--- config.mk ---
export PLATFORM = sky130hd
export DESIGN_NAME = mips_muldiv_seq
export DESIGN_NICKNAME = d
export VERILOG_FILES = /design/src/rtl/mips_muldiv_seq.sv
export SDC_FILE = /design/constraint.sdc
export NUM_CORES = 1
export LEC_CHECK = 0
export BUFFER_PORTS_ARGS = -buffer_cell sky130_fd_sc_hd__buf_2
export CAP_MARGIN = 20
export CELL_PAD_IN_SITES_DETAIL_PLACEMENT = 0
export CELL_PAD_IN_SITES_GLOBAL_PLACEMENT = 1
export CORE_ASPECT_RATIO = 0.5
export CORE_MARGIN = 3
export CORE_UTILIZATION = 50
export CTS_BUF_LIST = sky130_fd_sc_hd__clkbuf_8
export DETAILED_ROUTE_END_ITERATION = 7
export HOLD_SLACK_MARGIN = 0.1
export PLACE_DENSITY = 0.95
export SYNTH_ARGS = -nofsm -noshare
export SYNTH_HDL_FRONTEND = slang
export SYNTH_SLANG_ARGS = --single-unit
--- constraint.sdc ---
create_clock -name clk -period 6.95 [get_ports clk]
set_clock_uncertainty 0.15 [all_clocks]
set_input_delay 0.3475 -clock clk [delete_from_list [all_inputs] [get_ports clk]]
set_output_delay 0.3475 -clock clk [all_outputs]
set_load 0.1 [all_outputs]
--- src/rtl/mips_muldiv_seq.sv ---
// mips_muldiv_seq
//   Iterative multiply/divide sequencer that owns the MIPS HI/LO pair.
//   MULT/MULTU run a radix-2 shift-add loop, one multiplier bit per cycle.
//   DIV/DIVU run a restoring divide, one quotient bit per cycle. Signed
//   operations work on magnitudes, and the signs are applied in FIX.
//   The block also serves MTHI/MTLO writes. It raises stall while a result
//   is in flight and the pipeline wants HI/LO or the unit itself.
//
// Ports
//   clk, rst_n        core clock, asynchronous active-low reset
//   start             begin an operation (sampled in IDLE only)
//   op_div, op_signed 0/1 = multiply/divide, unsigned/signed
//   rs_val, rt_val    multiplicand/dividend, multiplier/divisor
//   mthi, mtlo, wdata architectural writes to HI/LO (IDLE only)
//   read_hilo         MFHI/MFLO in decode
//   hi, lo            architectural HI/LO
//   busy              operation in flight
//   done              one-cycle pulse after HI/LO are updated by an operation
//   div_by_zero       one-cycle pulse with done for a divide by zero
//   stall             combinational hold request to the pipeline
module mips_muldiv_seq #(
  parameter int unsigned DATA_WIDTH = 32
) (
  input  logic                  clk,
  input  logic                  rst_n,
  input  logic                  start,
  input  logic                  op_div,
  input  logic                  op_signed,
  input  logic [DATA_WIDTH-1:0] rs_val,
  input  logic [DATA_WIDTH-1:0] rt_val,
  input  logic                  mthi,
  input  logic                  mtlo,
  input  logic [DATA_WIDTH-1:0] wdata,
  input  logic                  read_hilo,
  output logic [DATA_WIDTH-1:0] hi,
  output logic [DATA_WIDTH-1:0] lo,
  output logic                  busy,
  output logic                  done,
  output logic                  div_by_zero,
  output logic                  stall
);

  localparam int unsigned W  = DATA_WIDTH;
  localparam int unsigned CW = $clog2(DATA_WIDTH);

  typedef enum logic [1:0] {
    S_IDLE,
    S_CALC,
    S_FIX
  } state_t;

  state_t state_q, state_d;

  logic [W-1:0]   hi_q, lo_q;
  logic           busy_q, done_q, dz_q;
  logic           is_div;
  logic           neg_res;   // negate product / quotient in FIX
  logic           neg_rem;   // negate remainder in FIX
  logic           zero_div;  // divide by zero: acc already holds the result
  logic [2*W-1:0] acc;
  logic [W-1:0]   shreg;     // multiplier (shifts right) or dividend (shifts left)
  logic [W-1:0]   opnd;      // multiplicand or divisor magnitude
  logic [CW-1:0]  cnt;

  logic [W-1:0]   mag_rs, mag_rt;
  logic [W:0]     mul_sum;
  logic [2*W-1:0] mul_next;
  logic [W:0]     div_trial;
  logic           div_ge;
  logic [W-1:0]   div_rem;
  logic [2*W-1:0] div_next;
  logic [2*W-1:0] prod;
  logic [W-1:0]   fix_hi, fix_lo;

  function automatic logic [W-1:0] magnitude(input logic [W-1:0] v, input logic sgn);
    return (sgn && v[W-1]) ? (~v + 1'b1) : v;
  endfunction

  assign mag_rs = magnitude(rs_val, op_signed);
  assign mag_rt = magnitude(rt_val, op_signed);

  // One iteration of each algorithm
  always_comb begin
    mul_sum   = {1'b0, acc[2*W-1:W]} + {1'b0, (shreg[0] ? opnd : {W{1'b0}})};
    mul_next  = {mul_sum, acc[W-1:1]};

    // The remainder shifted left can reach W+1 bits. When it is not smaller than
    // the divisor, the difference always fits back into W bits.
    div_trial = {acc[2*W-1:W], shreg[W-1]};
    div_ge    = (div_trial >= {1'b0, opnd});
    div_rem   = div_ge ? (div_trial[W-1:0] - opnd) : div_trial[W-1:0];
    div_next  = {div_rem, acc[W-2:0], div_ge};
  end

  // Sign fix-up of the final result
  always_comb begin
    prod   = neg_res ? (~acc + 1'b1) : acc;
    fix_hi = prod[2*W-1:W];
    fix_lo = prod[W-1:0];
    if (zero_div) begin
      fix_hi = acc[2*W-1:W];
      fix_lo = acc[W-1:0];
    end else if (is_div) begin
      fix_lo = neg_res ? (~acc[W-1:0] + 1'b1) : acc[W-1:0];
      fix_hi = neg_rem ? (~acc[2*W-1:W] + 1'b1) : acc[2*W-1:W];
    end
  end

  // Next-state logic
  always_comb begin
    state_d = state_q;
    case (state_q)
      S_IDLE: begin
        if (start) begin
          state_d = (op_div && (rt_val == '0)) ? S_FIX : S_CALC;
        end
      end
      S_CALC: begin
        if (cnt == CW'(W - 1)) begin
          state_d = S_FIX;
        end
      end
      S_FIX:   state_d = S_IDLE;
      default: state_d = S_IDLE;
    endcase
  end

  always_ff @(posedge clk or negedge rst_n) begin
    if (!rst_n) begin
      state_q <= S_IDLE;
    end else begin
      state_q <= state_d;
    end
  end

  always_ff @(posedge clk or negedge rst_n) begin
    if (!rst_n) begin
      hi_q     <= '0;
      lo_q     <= '0;
      busy_q   <= 1'b0;
      done_q   <= 1'b0;
      dz_q     <= 1'b0;
      is_div   <= 1'b0;
      neg_res  <= 1'b0;
      neg_rem  <= 1'b0;
      zero_div <= 1'b0;
      acc      <= '0;
      shreg    <= '0;
      opnd     <= '0;
      cnt      <= '0;
    end else begin
      busy_q <= (state_d != S_IDLE);
      done_q <= 1'b0;
      dz_q   <= 1'b0;
      case (state_q)
        S_IDLE: begin
          if (start) begin
            is_div  <= op_div;
            neg_res <= op_signed & (rs_val[W-1] ^ rt_val[W-1]);
            neg_rem <= op_signed & rs_val[W-1];
            cnt     <= '0;
            if (op_div && (rt_val == '0)) begin
              // The divide-by-zero result is loaded straight into acc, and FIX copies it out.
              zero_div <= 1'b1;
              acc      <= {rs_val, {W{1'b1}}};
              shreg    <= '0;
              opnd     <= '0;
            end else begin
              zero_div <= 1'b0;
              acc      <= '0;
              shreg    <= op_div ? mag_rs : mag_rt;
              opnd     <= op_div ? mag_rt : mag_rs;
            end
          end else begin
            if (mthi) hi_q <= wdata;
            if (mtlo) lo_q <= wdata;
          end
        end
        S_CALC: begin
          cnt <= cnt + 1'b1;
          if (is_div) begin
            acc   <= div_next;
            shreg <= {shreg[W-2:0], 1'b0};
          end else begin
            acc   <= mul_next;
            shreg <= {1'b0, shreg[W-1:1]};
          end
        end
        S_FIX: begin
          hi_q   <= fix_hi;
          lo_q   <= fix_lo;
          done_q <= 1'b1;
          dz_q   <= zero_div;
        end
        default: ;
      endcase
    end
  end

  assign hi          = hi_q;
  assign lo          = lo_q;
  assign busy        = busy_q;
  assign done        = done_q;
  assign div_by_zero = dz_q;
  assign stall       = busy_q & (start | mthi | mtlo | read_hilo);

endmodule

==> flow_summary.json <==
{
  "clock_latency_ns": 0.57,
  "netlist_instances": 2249,
  "synthArstFlopShare_pct": 100,
  "final_nets": 2550,
  "fmax_mhz": 245,
  "initial_core_util_pct": 51.5,
  "finalCritPeriodShare_pct": 58.6,
  "outcome": "finished, final reports clean",
  "seq_power_share_pct": 22.9,
  "die_w_um": 269,
  "switching_power_uw": 6610,
  "yosysUniqueCellTypes": 82,
  "ant_nets": 0,
  "required_ns": 7.22,
  "drive_gt1_share_pct": 11.8,
  "grt_pass1_vias": 16242,
  "fin_tns_setup_ns": 0,
  "core-area_mm2": 0.0335,
  "synth_edf_count": 0,
  "synthFlopType": "dfrtp_1",
  "p_int_uw": 5010,
  "io_buffers": 171,
  "num_io_pins": 172,
  "cp_top_family": "compound AO/OA/AOI/OAI gates",
  "cts_sinks": 206,
  "drc": 0,
  "rows": 47,
  "seqCellArea_mm2": 0.00516,
  "routed_wl_um": 61700,
  "layout_commonest_cell": "nor2_1",
  "worst-setup-path-type": "flip-flop to flip-flop",
  "synthToLayoutAreaGrowth_pct": 13.1,
  "grt_max_degree": 85,
  "initialDrtViolationCount": 2310,
  "worstPathMaxFanout": 39,
  "synth-warning-count": 0,
  "yosysSeqAreaShare_pct": 29.9,
  "dr_total_vias": 17913,
  "finalNonFillerCells": 2842,
  "cp-end-kind": "flip-flop",
  "worstPathCellList": "ha_1, a21oi_1, o21ai_1, a311oi_1, o31ai_1, a211oi_1, o21a_2, buf_4, mux2_1, a22oi_1, o211ai_1",
  "routabilityCongestion": 0.990,
  "syn_avg_cell_area_um2": 7.67,
  "path_buf_inv": 1,
  "tightest_slew_ns": 1.08,
  "cts.reportedPaths.clkPinSlew_ns": 0.07,
  "die_area_mm2": 0.0369,
  "clockRootBuffer": "clkbuf_8",
  "cts_buffer_depth": 3,
  "worst_setup_path_start_kind": "flip-flop",
  "grt_use_total_pct": 33.0,
  "maxCapViolCount": 0,
  "antenna_found_initial": 2,
  "grt_pass1_wl_um": 94900,
  "rsz0062_at_grt": "no",
  "cts_buffers": 35,
  "ir_worst_vdd_uv": 343,
  "overflow": 0,
  "cpPeakStageDelay_ns": 0.50,
  "p_per_area_mw_per_mm2": 595,
  "synth.net_count": 2425,
  "dp_hpwl_um": 45000,
  "multi_input_area_mm2": 0.0113,
  "swShare_pct": 56.9,
  "cts_tree": "done",
  "cp_data_arrival_time_ns": 4.34,
  "netlist_area_mm2": 0.0173,
  "nFillCells": 3161,
  "dieHeight_um": 137,
  "hold_path_class": "input port to flip-flop",
  "power_leakage_uw": 0.00848,
  "wire_per_inst_um": 21.7,
  "slowest_stage": "dfrtp_1",
  "firstDrtPassIters": 7,
  "finalCriticalPeriod_ns": 4.07,
  "drv_slew": 0,
  "htree_levels": 2,
  "hold_viol": 0,
  "p_comb_share_pct": 66.6,
  "cts_setup_buffers": 0,
  "maxSlewHeadroom_pct": 28.2,
  "dp_cells": 2730,
  "routed_via_density": 6.30,
  "ctsHoldBuffers": 48,
  "setup_viol": 0,
  "ys_ff_latch": 206,
  "clockPowerShare_pct": 10.5,
  "final_cell_mix": "nor2_1, nand2_1, a21oi_1",
  "ctsResizeCount": 0
}
[power groups by stage]
stage | combinational [uW] | clock [uW] | sequential, uW
3_5_place_dp | 7520 | 0 | 2640
2_1_floorplan | 4720 | 0 | 3540
6_report | 7740 | 1220 | 2660
5_1_grt | 8370 | 1270 | 2730
4_1_cts | 7590 | 1220 | 2620
3_3_place_gp | 7500 | 0 | 2620
[path summary, 6_finish.rpt]
kind	end	slack, ns	start	cells after the start
max	acc[60]	2.88	acc[55]	11
min	shreg[13]	0.13	rt_val[13]	4
max reg2reg	acc[60]	2.88	acc[55]	11
min reg2reg	lo[21]	0.33	lo[21]	2
max in group asynchronous	is_div	5.07	rst_n	3
min in group asynchronous	lo[3]	0.17	rst_n	2
[layout make-up]
type | count | area share, %
tap | 441 | 2.83
antenna | 2 | 0.0256
sequential | 206 | 26.4
clock inverter | 17 | 0.628
multi-input combinational | 1826 | 58.0
timing repair buffer | 239 | 7.67
clock buffer | 45 | 3.17
inverter | 66 | 1.27
[routing by layer]
metal | up-vias | wire length [um] | share of wire (%) | track usage, %
met2 | 990 | 24700 | 40 | 47.0
met5 | - | 0 | 0 | 0
met4 | 0 | 1610 | 2.6 | 9.26
li1 | 8382 | - | - | -
met1 | 8431 | 28000 | 45 | 49.2
met3 | 110 | 7460 | 12 | 8.10
[state kept, by name (all words and copies together), names as in the netlist, 2 cells and up]
signal	flops
acc	64
cnt	5
hi	32
lo	32
opnd	32
shreg	32
state_q	2
[metrics by stage]
stage	area, um^2	worst slack (ns)	hold WS [ns]	util (%)	power [uW]
floorplan	17300	3.82	-0.0981	-	8270
global placement	18300	3.08	0.189	54.6	10100
detailed placement	18300	3.00	0.186	54.6	10200
CTS	19500	2.99	0.102	58.2	11400
global route	19500	2.65	0.144	58.2	12400
finish	19500	2.88	0.135	58.2	11600
[cells in the mapped netlist, drive strengths merged, types with 6 or more instances]
cell type	instances	area, um^2
and2	45	282
nand4	15	93.8
o21ai	168	845
a211oi	50	375
dfrtp	206	5150
a41oi	7	61.3
nand3	35	175
a31oi	55	344
a221oi	25	219
a21oi	208	1040
a21boi	8	60.1
mux2i	40	400
o31ai	78	586
a22oi	14	105
o21bai	11	82.6
and3	14	87.6
o21a	10	75.1
mux2	6	67.6
nor3	50	250
o22ai	12	75.1
inv	65	244
buf	18	75.1
or4	9	75.1
clkbuf	133	500
nor2b	42	263
or3	24	160
nand2	224	841
xnor2	97	850
o211ai	26	200
xor2	65	569
ha	70	876
o221ai	8	70.1
nor4	17	119
a21o	31	233
or2	10	62.6
nor2	273	1020
nand2b	17	106
[worst register-to-register path, cell delays in order (launching register included)]
cell and delay (ns):
dfrtp_1 0.50, ha_1 0.50, a21oi_1 0.30, o21ai_1 0.12
a311oi_1 0.26, o31ai_1 0.11, a211oi_1 0.39, o21a_2 0.48
buf_4 0.46, mux2_1 0.38, a22oi_1 0.17, o211ai_1 0.11
[cells by family (layout without fill, tap and decap cells)]
family / Yosys count / count (layout) / synth area share, %
other cells: 0 / 2 / 0
compound gates: 746 / 746 / 27.3
fa+ha+maj: 72 / 72 / 5.31
simple gates: 800 / 800 / 21.8
buf+inv: 217 / 367 / 4.77
flops: 206 / 206 / 29.9
xor+xnor: 162 / 162 / 8.22
mux: 46 / 46 / 2.71
(Power assumes the default switching activity.)
